[config.mk]
export PLATFORM = sky130hd
export DESIGN_NAME = lcd_frame_ctrl
export DESIGN_NICKNAME = d
export VERILOG_FILES = /design/src/rtl/lcd_frame_ctrl.sv
export SDC_FILE = /design/constraint.sdc
export NUM_CORES = 1
export LEC_CHECK = 0
export CORE_ASPECT_RATIO = 0.8
export CORE_MARGIN = 2
export CORE_UTILIZATION = 53
export CTS_CLUSTER_DIAMETER = 200
export DETAILED_ROUTE_END_ITERATION = 10
export GPL_TIMING_DRIVEN = 0
export PLACE_DENSITY = 0.93
export SYNTH_ARGS = -nofsm -noshare
export SYNTH_HDL_FRONTEND = slang
export SYNTH_SLANG_ARGS = --single-unit
[constraint.sdc]
create_clock -name clk_in -period 5.55 [get_ports clk_in]
set_input_delay 0.555 -clock clk_in [delete_from_list [all_inputs] [get_ports clk_in]]
set_output_delay 0.555 -clock clk_in [all_outputs]
set_load 0.01 [all_outputs]
[src/rtl/lcd_frame_ctrl.sv]
// lcd_frame_ctrl: raster timing generator and pixel stream aligner for an LCD/VGA port.
// Pulls pixels from a ready/valid stream, locks stream start-of-frame to the raster origin,
// blanks the remainder of a frame on underflow or misalignment and relocks on the next frame.
module lcd_frame_ctrl #(
    parameter int   H_ACTIVE = 800,
    parameter int   H_FP     = 40,
    parameter int   H_SYNC   = 48,
    parameter int   H_BP     = 88,
    parameter int   V_ACTIVE = 480,
    parameter int   V_FP     = 13,
    parameter int   V_SYNC   = 3,
    parameter int   V_BP     = 32,
    parameter logic HS_POL   = 1'b0,
    parameter logic VS_POL   = 1'b0
) (
    input  logic        clk_in,
    input  logic        reset_n,
    input  logic        enable,
    input  logic        err_clr,
    input  logic [23:0] s_data,
    input  logic        s_valid,
    input  logic        s_sop,
    output logic        s_ready,
    output logic [23:0] lcd_data,
    output logic        lcd_hsync,
    output logic        lcd_vsync,
    output logic        lcd_de,
    output logic        frame_start,
    output logic        underflow,
    output logic        misalign
);

    localparam int H_TOTAL = H_ACTIVE + H_FP + H_SYNC + H_BP;
    localparam int V_TOTAL = V_ACTIVE + V_FP + V_SYNC + V_BP;
    localparam int HW      = $clog2(H_TOTAL);
    localparam int VW      = $clog2(V_TOTAL);

    localparam logic [HW-1:0] H_ACT    = HW'(H_ACTIVE);
    localparam logic [HW-1:0] H_LAST   = HW'(H_TOTAL - 1);
    localparam logic [HW-1:0] HS_START = HW'(H_ACTIVE + H_FP);
    localparam logic [HW-1:0] HS_END   = HW'(H_ACTIVE + H_FP + H_SYNC - 1);
    localparam logic [VW-1:0] V_ACT    = VW'(V_ACTIVE);
    localparam logic [VW-1:0] V_LAST   = VW'(V_TOTAL - 1);
    localparam logic [VW-1:0] VS_START = VW'(V_ACTIVE + V_FP);
    localparam logic [VW-1:0] VS_END   = VW'(V_ACTIVE + V_FP + V_SYNC - 1);

    typedef enum logic [1:0] {
        IDLE,
        SYNC_WAIT,
        STREAM
    } state_t;

    state_t        state;
    logic [HW-1:0] h_cnt;
    logic [VW-1:0] v_cnt;

    logic pix_active;
    logic origin;
    logic h_sync_on;
    logic v_sync_on;
    logic h_last;

    // Raster position decode shared by the handshake and the registered outputs.
    always_comb begin
        pix_active = (h_cnt < H_ACT) && (v_cnt < V_ACT);
        origin     = (h_cnt == '0) && (v_cnt == '0);
        h_sync_on  = (h_cnt >= HS_START) && (h_cnt <= HS_END);
        v_sync_on  = (v_cnt >= VS_START) && (v_cnt <= VS_END);
        h_last     = (h_cnt == H_LAST);
    end

    // Ready: flush non-sop pixels while hunting, hold a sop until the origin, and in
    // STREAM take one pixel per active slot except a pixel whose sop disagrees with the raster.
    always_comb begin
        s_ready = 1'b0;
        case (state)
            SYNC_WAIT: s_ready = !(s_valid && s_sop) || origin;
            STREAM:    s_ready = pix_active && !(s_valid && (s_sop != origin));
            default:   s_ready = 1'b0;
        endcase
        if (!enable) begin
            s_ready = 1'b0;
        end
    end

    // Main sequencer: counters, frame lock state, registered pin outputs and sticky flags.
    always_ff @(posedge clk_in) begin
        if (!reset_n) begin
            state       <= IDLE;
            h_cnt       <= '0;
            v_cnt       <= '0;
            lcd_data    <= '0;
            lcd_de      <= 1'b0;
            lcd_hsync   <= ~HS_POL;
            lcd_vsync   <= ~VS_POL;
            frame_start <= 1'b0;
            underflow   <= 1'b0;
            misalign    <= 1'b0;
        end else begin
            underflow <= underflow & ~err_clr;
            misalign  <= misalign & ~err_clr;

            if (!enable || state == IDLE) begin
                state       <= enable ? SYNC_WAIT : IDLE;
                h_cnt       <= '0;
                v_cnt       <= '0;
                lcd_data    <= '0;
                lcd_de      <= 1'b0;
                lcd_hsync   <= ~HS_POL;
                lcd_vsync   <= ~VS_POL;
                frame_start <= 1'b0;
            end else begin
                h_cnt <= h_last ? '0 : h_cnt + 1'b1;
                if (h_last) begin
                    v_cnt <= (v_cnt == V_LAST) ? '0 : v_cnt + 1'b1;
                end

                lcd_de      <= pix_active;
                lcd_hsync   <= h_sync_on ? HS_POL : ~HS_POL;
                lcd_vsync   <= v_sync_on ? VS_POL : ~VS_POL;
                lcd_data    <= '0;
                frame_start <= 1'b0;

                if (state == SYNC_WAIT) begin
                    if (origin && s_valid && s_sop) begin
                        state       <= STREAM;
                        lcd_data    <= s_data;
                        frame_start <= 1'b1;
                    end
                end else if (pix_active) begin
                    if (!s_valid) begin
                        underflow <= 1'b1;
                        state     <= SYNC_WAIT;
                    end else if (s_sop != origin) begin
                        misalign <= 1'b1;
                        state    <= SYNC_WAIT;
                    end else begin
                        lcd_data    <= s_data;
                        frame_start <= origin;
                    end
                end
            end
        end
    end

endmodule
Word level (Yosys, flattened, before mapping)
Index checks and enable logic that the tools add are counted.
{"block": "totals", "rom_bits": 0, "ram_bits": 0, "out_inout_bits": 31, "mem_count": 0, "latch_bits": 0, "reg_bits": 52}
{"block": "classes", "magnitude_cmp": 6, "n_reduce_logical": 21, "bitwise_logic": 4, "n_eq_ne": 7, "mux": 31, "shifts": 0, "n_mul": 0, "n_div": 0, "n_addsub": 2}
{"cell": "two-way mux 24 bit", "count": 5}
{"cell": "adder 10 x 1 -> 10 bit (second input constant)", "count": 2}
{"cell": "equality test 10 bit (second input constant)", "count": 2}
{"cell": "logical NOT 10 bit", "count": 2}
{"cell": "two-way mux 1 bit", "count": 18}
{"cell": "two-way mux 2 bit", "count": 6}
{"cell": ">= comparator 10 bit (second input constant)", "count": 1}
{"cell": ">= comparator 10 x 9 -> 1 bit (second input constant)", "count": 1}
{"cell": "<= comparator 10 bit (second input constant)", "count": 1}
{"cell": "<= comparator 10 x 9 -> 1 bit (second input constant)", "count": 1}
{"cell": "less-than comparator 10 bit (second input constant)", "count": 1}
{"cell": "less-than comparator 10 x 9 -> 1 bit (second input constant)", "count": 1}
{"cell": "two-way mux 10 bit", "count": 1}
{"cell": "logical AND 1 bit", "count": 9}
{"cell": "inequality test 4 x 1 -> 1 bit (second input constant)", "count": 1}
{"cell": "logical NOT 1 bit", "count": 3}
{"cell": "inequality test 3 x 2 -> 1 bit (second input constant)", "count": 1}
{"cell": "AND reduction 3 bit", "count": 1}
{"cell": "nonzero test 3 bit", "count": 1}
{"cell": "OR reduction 3 bit", "count": 1}
{"cell": "bitwise AND 1 bit", "count": 2}
{"cell": "equality test 2 x 1 -> 1 bit (second input constant)", "count": 1}
{"cell": "equality test 2 bit (second input constant)", "count": 1}
{"cell": "logical NOT 2 bit", "count": 1}
{"cell": "other kinds (5)", "count": 7}

Longest topological paths before layout
Gate-level depths: netlist of run 1.
{"block": "logic_depth", "ltp_word": 8, "ltp_mapped": 10, "mapped_depth_nobuf": 10}

Worst setup path before layout of run 1
OpenSTA, ideal clock, no wires.
{"block": "synth_path", "path_kind": "flip-flop to output port", "from": "register h_cnt[3]", "to": "output port s_ready", "required_ns": 4.995, "n_path_buf": 1, "slack_ns": 3.129, "arrival_time_ns": 1.866, "stages_incl_launch_ff": 9, "cell_sequence": "dfxtp_1 buf_6 or3_4 nor4_4 and2_1 ha_1 a21oi_1 nand2_1 o21ai_0"}
{"block": "synth_via", "elab_chain_len": 8, "elab_cells_between_ends": 11}
{"element": "from (decl)", "line_no": "54", "text": "logic [HW-1:0] h_cnt;"}
{"element": "from (signal assigned)", "line_no": "113", "text": "h_cnt <= h_last ? '0 : h_cnt + 1'b1;"}
{"element": "parallel branches: the longest is 6 deep, another holds less-than comparator 10 bit"}
{"element": "case mux 1 bit (2 select lines) *", "line_no": "76", "text": "case (state)"}
{"element": "two-way mux 1 bit *", "line_no": "81", "text": "if (!enable) begin"}
{"element": "to (decl)", "line_no": "23", "text": "output logic s_ready,"}
Every way passes the cells marked *.

Final worst setup path of run 1
Same ends and word-level chain as after synthesis.

==> reports/metrics.yaml, run 1 <==
power_and_ir_drop:
  vdd_drop_max_mv: 0.137
  p_leak_nw: 1.15
  power_density_mw_per_mm2: 214
detailed_routing:
  drt_iter0_markers: 93
  wire_per_inst_um: 15.8
  routed_wl_mm: 6.06
  drc_errors: 0
  firstDrtPassIters: 4
  ant_nets: 0
  vias_per_cell: 5.63
  vias: 2161
floorplanning:
  start_util: 0.547
  die_w_um: 80.7
  row_count: 22
  core_region_area_mm2: 0.00457
  die-area_mm2: 0.00528
  ios: 61
  die_y_um: 65.4
grt:
  grt_max_degree: 17
  grt_pass1_wl_mm: 9.76
  grt_pass1_vias: 2009
  antenna_found_initial: 0
  track_usage: 0.240
  overflow: 0
yosys:
  synth_cell_types: 45
  syn-instance-count: 257
  syn-cell-area_mm2: 0.00250
  ys_seq_elements: 52
  synth_fp_nets: 297
  ys_seq_area_frac: 0.417
  yosysTopAreaCell: "dfxtp_1"
  yosys_warnings: 0
  synthTopCellsByArea: "dfxtp_1 (42%), a211oi_2 (10%), ha_1 (5.0%)"
  synth_area_per_cell_um2: 9.72
  synth_top_area_frac: 0.417
layout:
  postLayoutCoreUtil: 0.717
  drive_above_1_share: 0.130
  regArea_mm2: 0.00104
  nets: 363
  area.growth.synth_to_final_pct: 31.1
  multi_input_area_mm2: 0.00126
  fillers: 331
  diodes: 0
timing:
  fin_crit_ns: 3.43
  maxSlewHeadroom: 0.547
  finClkSkew_ns: 0.00552
  max_slew.worst_pin.slew_ns: 0.680
  fin_setup_tns_ns: 0
  rsz0062_at_grt: "false"
  slew_viol_final: 0
  clock.fmax_ghz: 0.291
  setup_viol: 0
  finalHoldViolCount: 0
  finalCritPeriodShare: 0.619
clocking:
  cts_buffers: 5
  cts_tree: "built"
  clockBufferDepth: 2
  h-tree-depth: 2
  ctsResizeCount: 0
  clk_latency_ns: 0.30
  hold_buffers: 0
  clock-root-buffer: "clkbuf_8"
  clock_sinks: 52
  postCtsSetupBuffers: 0
  clk_pin_slew_ns: 0.09
setup_path:
  startpoint: "h_cnt[3]$_SDFF_PP0_"
  rr_worst_depth: 9
  cp-end-kind: "primary output"
  start_kind: "register"
  required_ns: 4.99
  r2r_start: "h_cnt[3]$_SDFF_PP0_"
  cp_data_arrival_time_ns: 2.88
  crit_type: "reg2out"
  cp_max_fo: 10
place:
  dp_hpwl_mm: 4.49
  gp_congestion: 0.918
  portBuffers: 59
outcome:
  status: "finished clean"
flow_run:
  cap_violations: 0
worst_hold_path:
  min_path_cells: 1
  hold_class: "reg2reg"
  hp-start: "h_cnt[0]$_SDFF_PP0_"
-- registers in the layout, indices dropped and copies added, names as in the netlist, 2 cells and up --
name,cells
lcd_data,24
state,2
v_cnt,10
h_cnt,10
-- worst paths after layout --
| kind | end | slack, ns |
|---|---|---|
| setup reg to reg | state[0]$_SDFFE_PN0P_ | 2.88 |
| setup / recovery | s_ready | 2.12 |
| hold / removal | h_cnt[0]$_SDFF_PP0_ | 0.49 |
| hold reg to reg | h_cnt[0]$_SDFF_PP0_ | 0.49 |
-- routing by layer --
| metal | part of all wire | vias to the layer above | track usage | wire length [um] |
|---|---|---|---|---|
| met2 | 0.48 | 86 | 0.383 | 2940 |
| met5 | 0 | - | 0 | 0 |
| met4 | 0.023 | 0 | 0.0911 | 139 |
| li1 | - | 1036 | - | - |
| met1 | 0.44 | 1024 | 0.318 | 2660 |
| met3 | 0.053 | 15 | 0.0508 | 323 |
-- synth_stat cells (all sizes together) --
| library cell | count |
|---|---|
| a31o | 1 |
| or3 | 2 |
| nor2 | 16 |
| nand2b | 3 |
| nand3b | 1 |
| dfxtp | 52 |
| a21oi | 9 |
| o2111a | 1 |
| nand2 | 13 |
| nor3b | 1 |
| nand3 | 14 |
| buf | 7 |
| nor4 | 4 |
| inv | 31 |
| a31oi | 1 |
| o31ai | 4 |
| nor2b | 3 |
| a311o | 1 |
| nor3 | 3 |
| xor2 | 4 |
| clkbuf | 3 |
| a21boi | 3 |
| a211oi | 25 |
| ha | 10 |
| a2111oi | 1 |
| or3b | 1 |
| and4 | 2 |
| o21ai | 5 |
| or4 | 2 |
| xnor2 | 7 |
| nor4b | 1 |
| and4b | 1 |
| nand4 | 10 |
| and3 | 5 |
| nand4b | 3 |
| and2 | 5 |
| and4bb | 1 |
| o311a | 1 |
-- worst max-delay path, stage by stage (launching register included) --
cell	delay, ns
dfxtp_1	0.32
buf_6	0.13
or3_4	0.39
nor4_4	0.38
and2_1	0.19
ha_1	0.26
a21oi_1	0.16
nand2_1	0.06
o21ai_0	0.11
clkdlybuf4s50_1	0.57
-- metrics by stage --
stage               instances  hold slack [ns]  setup slack (ns)  total power, mW  area [um2]
finish                    384            0.490              2.12            0.700        3270
global route              384            0.518              1.98            0.725        3270
CTS                       384            0.486              2.11            0.702        3270
detailed placement        376            0.463              2.47            0.446        3160
global placement          376            0.459              2.50            0.443        3160
floorplan                 257            0.437              3.13            0.415        2500
-- power breakdown --
group | total (mW) | switching (mW) | internal [mW]
Sequential | 0.376 | 0.00132 | 0.375
Combinational | 0.0615 | 0.0298 | 0.0317
Clock | 0.262 | 0.126 | 0.136
-- cells in the final DEF, fill, tap and decap left out, types with 2 or more instances in the layout --
cell,netlist,routed
clkdlybuf4s50_1,0,59
dfxtp_1,52,52
inv_1,31,31
a211oi_2,20,20
nor2_1,16,16
nand3_1,14,14
nand2_1,12,12
ha_1,10,10
a21oi_1,9,9
nand4_1,9,9
xnor2_1,7,7
buf_6,6,6
and2_1,5,5
and3_1,5,5
a211oi_1,5,5
clkbuf_8,0,5
o21ai_0,4,4
clkbuf_1,3,4
o31ai_1,4,4
xor2_1,4,4
nor4_1,3,3
a21boi_0,3,3
nor3_1,3,3
nand4b_1,3,3
nor2b_1,3,3
nand2b_1,3,3
and4_1,2,2
or4_1,2,2
-- cell families (layout without fill, tap and decap cells) --
| kind of cell | after synthesis | in the layout | synth area share |
|---|---|---|---|
| AO/OA/AOI/OAI | 52 | 52 | 0.194 |
| XOR/XNOR | 11 | 11 | 0.0386 |
| adder cells (fa/ha/maj) | 10 | 10 | 0.0501 |
| buffers and inverters | 41 | 108 | 0.0802 |
| flip-flops | 52 | 52 | 0.417 |
| AND/OR/NAND/NOR | 91 | 91 | 0.220 |
-- final cells by class --
class | count | area share
buffer | 10 | 0.0256
clock buffer | 6 | 0.0222
clock inverter | 2 | 0.0118
inverter | 31 | 0.0355
multi-input combinational | 164 | 0.384
sequential | 52 | 0.318
tap | 60 | 0.0229
timing repair buffer | 59 | 0.180
(Power assumes the default switching activity.)
==> run 2, diff against run 1 <==
--- a/config.mk
+++ b/config.mk
@@ -7,11 +7,11 @@
 export LEC_CHECK = 0
 export CORE_ASPECT_RATIO = 0.8
 export CORE_MARGIN = 2
-export CORE_UTILIZATION = 53
+export CORE_UTILIZATION = 49
 export CTS_CLUSTER_DIAMETER = 200
 export DETAILED_ROUTE_END_ITERATION = 10
 export GPL_TIMING_DRIVEN = 0
-export PLACE_DENSITY = 0.93
+export PLACE_DENSITY = 0.87
 export SYNTH_ARGS = -nofsm -noshare
 export SYNTH_HDL_FRONTEND = slang
 export SYNTH_SLANG_ARGS = --single-unit
==> constraint.sdc (replaced) <==
create_clock -name clk_in -period 3.3 [get_ports clk_in]
set_input_delay 0.33 -clock clk_in [delete_from_list [all_inputs] [get_ports clk_in]]
set_output_delay 0.33 -clock clk_in [all_outputs]
set_load 0.01 [all_outputs]
==> run 2 against run 1 <==
  * Sequential share of layout area down 0.36 points
  * Non-clock buffer count up 2
  * Design area up 1.1%
  * Global-route usage down 3.8 points
  * Combinational power up 67%
  * Flip-flop and latch count unchanged
==> reports/metrics.yaml, run 2 (synthesis gave the netlist of run 1 again) <==
floorplanning:
  ios: 61
  die_y_um: 67.9
  row_count: 23
  core_region_area_mm2: 0.00495
  die-area_mm2: 0.00569
  die_w_um: 83.8
  start_util: 0.505
layout:
  mostFrequentLayoutCells: "clkdlybuf4s50_1 (58), dfxtp_1 (52), inv_1 (31)"
  multi_input_area_mm2: 0.00126
  nets: 365
  fillers: 399
  postLayoutCoreUtil: 0.669
  largest-register: "lcd_data"
  area.growth.synth_to_final_pct: 32.6
  drive_above_1_share: 0.144
  top_regs: "lcd_data x24, h_cnt x10, v_cnt x10"
  diodes: 0
  regArea_mm2: 0.00104
  largest_reg_flops: 24
  final_common_cell: "clkdlybuf4s50_1"
timing:
  setup_viol: 0
  fin_crit_ns: 2.74
  finalHoldViolCount: 0
  max_slew.worst_pin.slew_ns: 0.660
  finClkSkew_ns: 0.0111
  fin_setup_tns_ns: 0
  rsz0062_at_grt: "false"
  finalCritPeriodShare: 0.829
  slew_viol_final: 0
  clock.fmax_ghz: 0.366
  maxSlewHeadroom: 0.560
  fin_ws_ns: 0.564
clocking:
  clock_sinks: 52
  cts_tree: "built"
  clk_pin_slew_ns: 0.10
  cts_buffers: 5
  h-tree-depth: 2
  clk_latency_ns: 0.32
  clock-root-buffer: "clkbuf_8"
  clockBufferDepth: 2
grt:
  grtUsageMet1: 0.272
  grtUsageMet2: 0.320
  grt_pass1_vias: 1862
  grt.busiest_layer: "met2"
  grt_pass1_wl_mm: 9.02
  antenna_found_initial: 0
  grt_use_met3: 0.0603
  track_usage: 0.201
  overflow: 0
  grt_max_degree: 17
power_and_ir_drop:
  vdd_drop_max_mv: 0.358
  p_leak_nw: 1.18
  switching_share: 0.223
  switchingPower_mw: 0.269
  combPwrFrac: 0.085
  power_density_mw_per_mm2: 363
  pwr-share-clk: 0.388
  internal_power_mw: 0.933
  p_seq_frac: 0.527
setup_path:
  cp_max_fo: 10
  required_ns: 2.97
  start_kind: "register"
  crit_type: "reg2out"
  rrSetupSlack_ns: 0.75
  cp-end-kind: "primary output"
  rr_worst_depth: 9
  cp_data_arrival_time_ns: 2.41
detailed_routing:
  firstDrtPassIters: 4
  drc_errors: 0
  routed_wl_mm: 5.77
  wire_per_inst_um: 14.9
  vias_per_cell: 5.38
  vias: 2088
  ant_nets: 0
  drt_iter0_markers: 146
place:
  post-place-ws_ns: 0.463
  portBuffers: 59
  dp_hpwl_mm: 4.32
  gp_congestion: 0.865
outcome:
  status: "finished clean"
worst_hold_path:
  hold_class: "in2reg"
  min_path_cells: 2
flow_run:
  cap_violations: 0
-- run 2: timing repair --
item                       in CTS  in global routing
buffers inserted                0                  2
setup endpoints to repair       0                  1
gates resized for setup         0                  3
hold buffers                    0                  0
-- run 2: final timing paths --
kind | startpoint | endpoint
max | h_cnt[3]$_SDFF_PP0_ | s_ready
max reg2reg | h_cnt[3]$_SDFF_PP0_ | state[0]$_SDFFE_PN0P_
min reg2reg | underflow$_SDFF_PN0_ | underflow$_SDFF_PN0_
min | reset_n | misalign$_SDFF_PN0_
-- run 2: area by class of cell --
class	count	area share
Buffer	10	0.0253
Inverter	31	0.0351
Tap cell	62	0.0234
Timing Repair Buffer	61	0.184
Sequential cell	52	0.314
Clock inverter	2	0.0117
Clock buffer	6	0.0249
Multi-Input combinational cell	164	0.382
-- run 2: critical path: stages, from the launching register on --
cell and delay (ns):
dfxtp_1 0.32, buf_6 0.13, or3_4 0.39, nor4_4 0.30, and2_1 0.19, ha_1 0.26
a21oi_1 0.16, nand2_1 0.06, o21ai_0 0.10, dlymetal6s2s_1 0.18
-- run 2: power by group through the flow --
| stage | clock network [mW] | logic (mW) | registers, mW |
|---|---|---|---|
| after floorplan | 0 | 0.0483 | 0.649 |
| after global placement | 0 | 0.0982 | 0.648 |
| after detailed placement | 0 | 0.101 | 0.648 |
| after CTS | 0.473 | 0.102 | 0.633 |
| after global routing | 0.505 | 0.110 | 0.634 |
| final | 0.466 | 0.103 | 0.633 |
-- run 2: routing by layer --
layer	vias up	share of wire
li1	1044	-
met1	977	0.46
met5	-	0
met4	0	0.012
met2	58	0.47
met3	9	0.051
-- run 2: metrics by stage --
step	power [mW]	std cells	area (um2)	hold WS [ns]
2_1_floorplan	0.697	257	2500	0.437
3_3_place_gp	0.746	378	3170	0.454
3_5_place_dp	0.749	378	3170	0.468
4_1_cts	1.21	386	3290	0.375
5_1_grt	1.25	388	3310	0.390
6_report	1.20	388	3310	0.382
==> run 3, diff against run 2 <==
--- a/config.mk
+++ b/config.mk
@@ -7,11 +7,11 @@
 export LEC_CHECK = 0
 export CORE_ASPECT_RATIO = 0.8
 export CORE_MARGIN = 2
-export CORE_UTILIZATION = 49
+export CORE_UTILIZATION = 44
 export CTS_CLUSTER_DIAMETER = 200
 export DETAILED_ROUTE_END_ITERATION = 10
 export GPL_TIMING_DRIVEN = 0
-export PLACE_DENSITY = 0.87
+export PLACE_DENSITY = 0.83
 export SYNTH_ARGS = -nofsm -noshare
 export SYNTH_HDL_FRONTEND = slang
 export SYNTH_SLANG_ARGS = --single-unit
==> constraint.sdc (replaced) <==
create_clock -name clk_in -period 2.3 [get_ports clk_in]
set_input_delay 0.23 -clock clk_in [delete_from_list [all_inputs] [get_ports clk_in]]
set_output_delay 0.23 -clock clk_in [all_outputs]
set_load 0.01 [all_outputs]
==> run 3 against run 2 <==
  * Die area is 11% higher
  * Largest cell class unchanged
  * Power up 32%
  * Critical path depth down 1
  * Via count is 2.0% higher
  * Non-clock buffer count increased by 4
  * Design area grew 1.9%
  * Clock power rose by 14%
  * Critical path type unchanged
  * Clock-buffer cell count shrank 1
  * Clock skew is 0.0011 ns higher
==> reports/metrics.yaml, run 3 (synthesis gave the netlist of run 1 again) <==
worst_hold_path:
  hold_class: "in2reg"
  hp-start: "reset_n"
layout:
  nets: 369
  mostFrequentLayoutCells: "clkdlybuf4s50_1 (58), dfxtp_1 (44), inv_1 (29)"
  drive_above_1_share: 0.209
  diodes: 0
  top_regs: "lcd_data x24, h_cnt x10, v_cnt x10"
  area.growth.synth_to_final_pct: 35.2
  postLayoutCoreUtil: 0.618
  final_area_mm2: 0.00338
  final_cells: 408
  largest-register: "lcd_data"
  largest_reg_flops: 24
  final_common_cell: "clkdlybuf4s50_1"
place:
  place_area_mm2: 0.00319
  dp_hpwl_mm: 4.13
  gp_congestion: 0.833
  portBuffers: 59
  placed_cells_incl_taps: 394
  post-place-ws_ns: -0.403
timing:
  max_slew.worst_pin.slew_ns: 0.682
  fin_ws_ns: 0.000866
  slew_viol_final: 0
  fin_crit_ns: 2.30
  fin_setup_tns_ns: 0
  setup_viol: 0
  finalCritPeriodShare: 1.00
  clock.fmax_ghz: 0.435
  maxSlewHeadroom: 0.546
  finClkSkew_ns: 0.0122
  timing.hold.ws_ns: 0.282
  finalHoldViolCount: 0
  rsz0062_at_grt: "true"
outcome:
  status: "finished clean"
detailed_routing:
  drt_iter0_markers: 107
  vias_per_cell: 5.22
  ant_nets: 0
  firstDrtPassIters: 5
  routed_wl_mm: 5.67
  vias: 2129
  drc_errors: 0
  wire_per_inst_um: 13.9
floorplanning:
  start_util: 0.457
  core_region_area_mm2: 0.00547
  die_w_um: 88.2
  die_y_um: 71.4
  ios: 61
  die-area_mm2: 0.00630
  row_count: 24
grt:
  track_usage: 0.183
  antenna_found_initial: 0
  grt_pass1_vias: 1946
  grt_pass1_wl_mm: 9.21
  grt_max_degree: 18
  overflow: 0
power_and_ir_drop:
  p_leak_nw: 1.19
  vdd_drop_max_mv: 0.301
  power_density_mw_per_mm2: 468
  power_mw: 1.58
setup_path:
  required_ns: 2.07
  startpoint: "h_cnt[5]$_SDFF_PP0_"
  cp_max_fo: 3
  path_buf_inv: 1
  r2r_start: "h_cnt[5]$_SDFF_PP0_"
  reg2reg_to: "state[0]$_SDFFE_PN0P_"
  start_kind: "register"
  cp_data_arrival_time_ns: 2.07
  worstPathCellList: "or3_4 -> nor4_4 -> and2_4 -> ha_4 -> a21oi_2 -> nand2_1 -> o21ai_1 -> buf_2"
  rr_worst_depth: 8
  critPathTopFamily: "simple AND/OR/NAND/NOR gates"
  crit_slowest_cell: "or3_4"
  cp-end-kind: "primary output"
  cp-endpoint: "s_ready"
  crit_type: "reg2out"
  rrSetupSlack_ns: 0.08
  cp_num_cells: 8
  critPathMaxStageDelay_ns: 0.40
clocking:
  clock_sinks: 52
  cts_tree: "built"
  h-tree-depth: 2
  clockBufferDepth: 2
  clk_latency_ns: 0.31
  cts_buffers: 5
  clk_pin_slew_ns: 0.09
  clock-root-buffer: "clkbuf_8"
flow_run:
  cap_violations: 0
-- run 3: repair_timing --
action | 4_1_cts | 5_1_grt
resized for setup | 14 | 14
hold buffers | 0 | 0
setup buffers | 3 | 4
pin swaps | 5 | 6
endpoints found under the setup margin | 23 | 2
-- run 3: final cells by class --
class	count	area [um2]
Buffer	9	72.6
Tap cell	78	97.6
Inverter	31	119
Clock inverter	3	22.5
Fill cell	468	2090
Sequential cell	52	1060
Multi-Input combinational cell	164	1300
Timing Repair Buffer	66	638
Clock buffer	5	68.8
-- run 3: worst min path at each step --
stage,to,slack [ns],cells after the start
3_3_place_gp,h_cnt[0]$_SDFF_PP0_,0.45,1
6_report,misalign$_SDFF_PN0_,0.28,2
5_1_grt,misalign$_SDFF_PN0_,0.31,2
3_5_place_dp,h_cnt[0]$_SDFF_PP0_,0.47,1
4_1_cts,misalign$_SDFF_PN0_,0.27,2
2_1_floorplan,lcd_data[10]$_SDFF_PP0_,0.35,2
-- run 3: layer usage --
layer	vias to the layer above	GRT usage	wire length, um
met5	-	0	0
met3	8	0.0449	287
met2	63	0.270	2620
met1	1002	0.268	2690
met4	0	0.0505	74
li1	1056	-	-
-- run 3: power by group --
part	switching, mW	internal [mW]	leakage (nW)
logic	0.0693	0.0795	0.714
clock network	0.310	0.219	0.0485
registers	0.00296	0.901	0.425
total	0.383	1.20	1.19
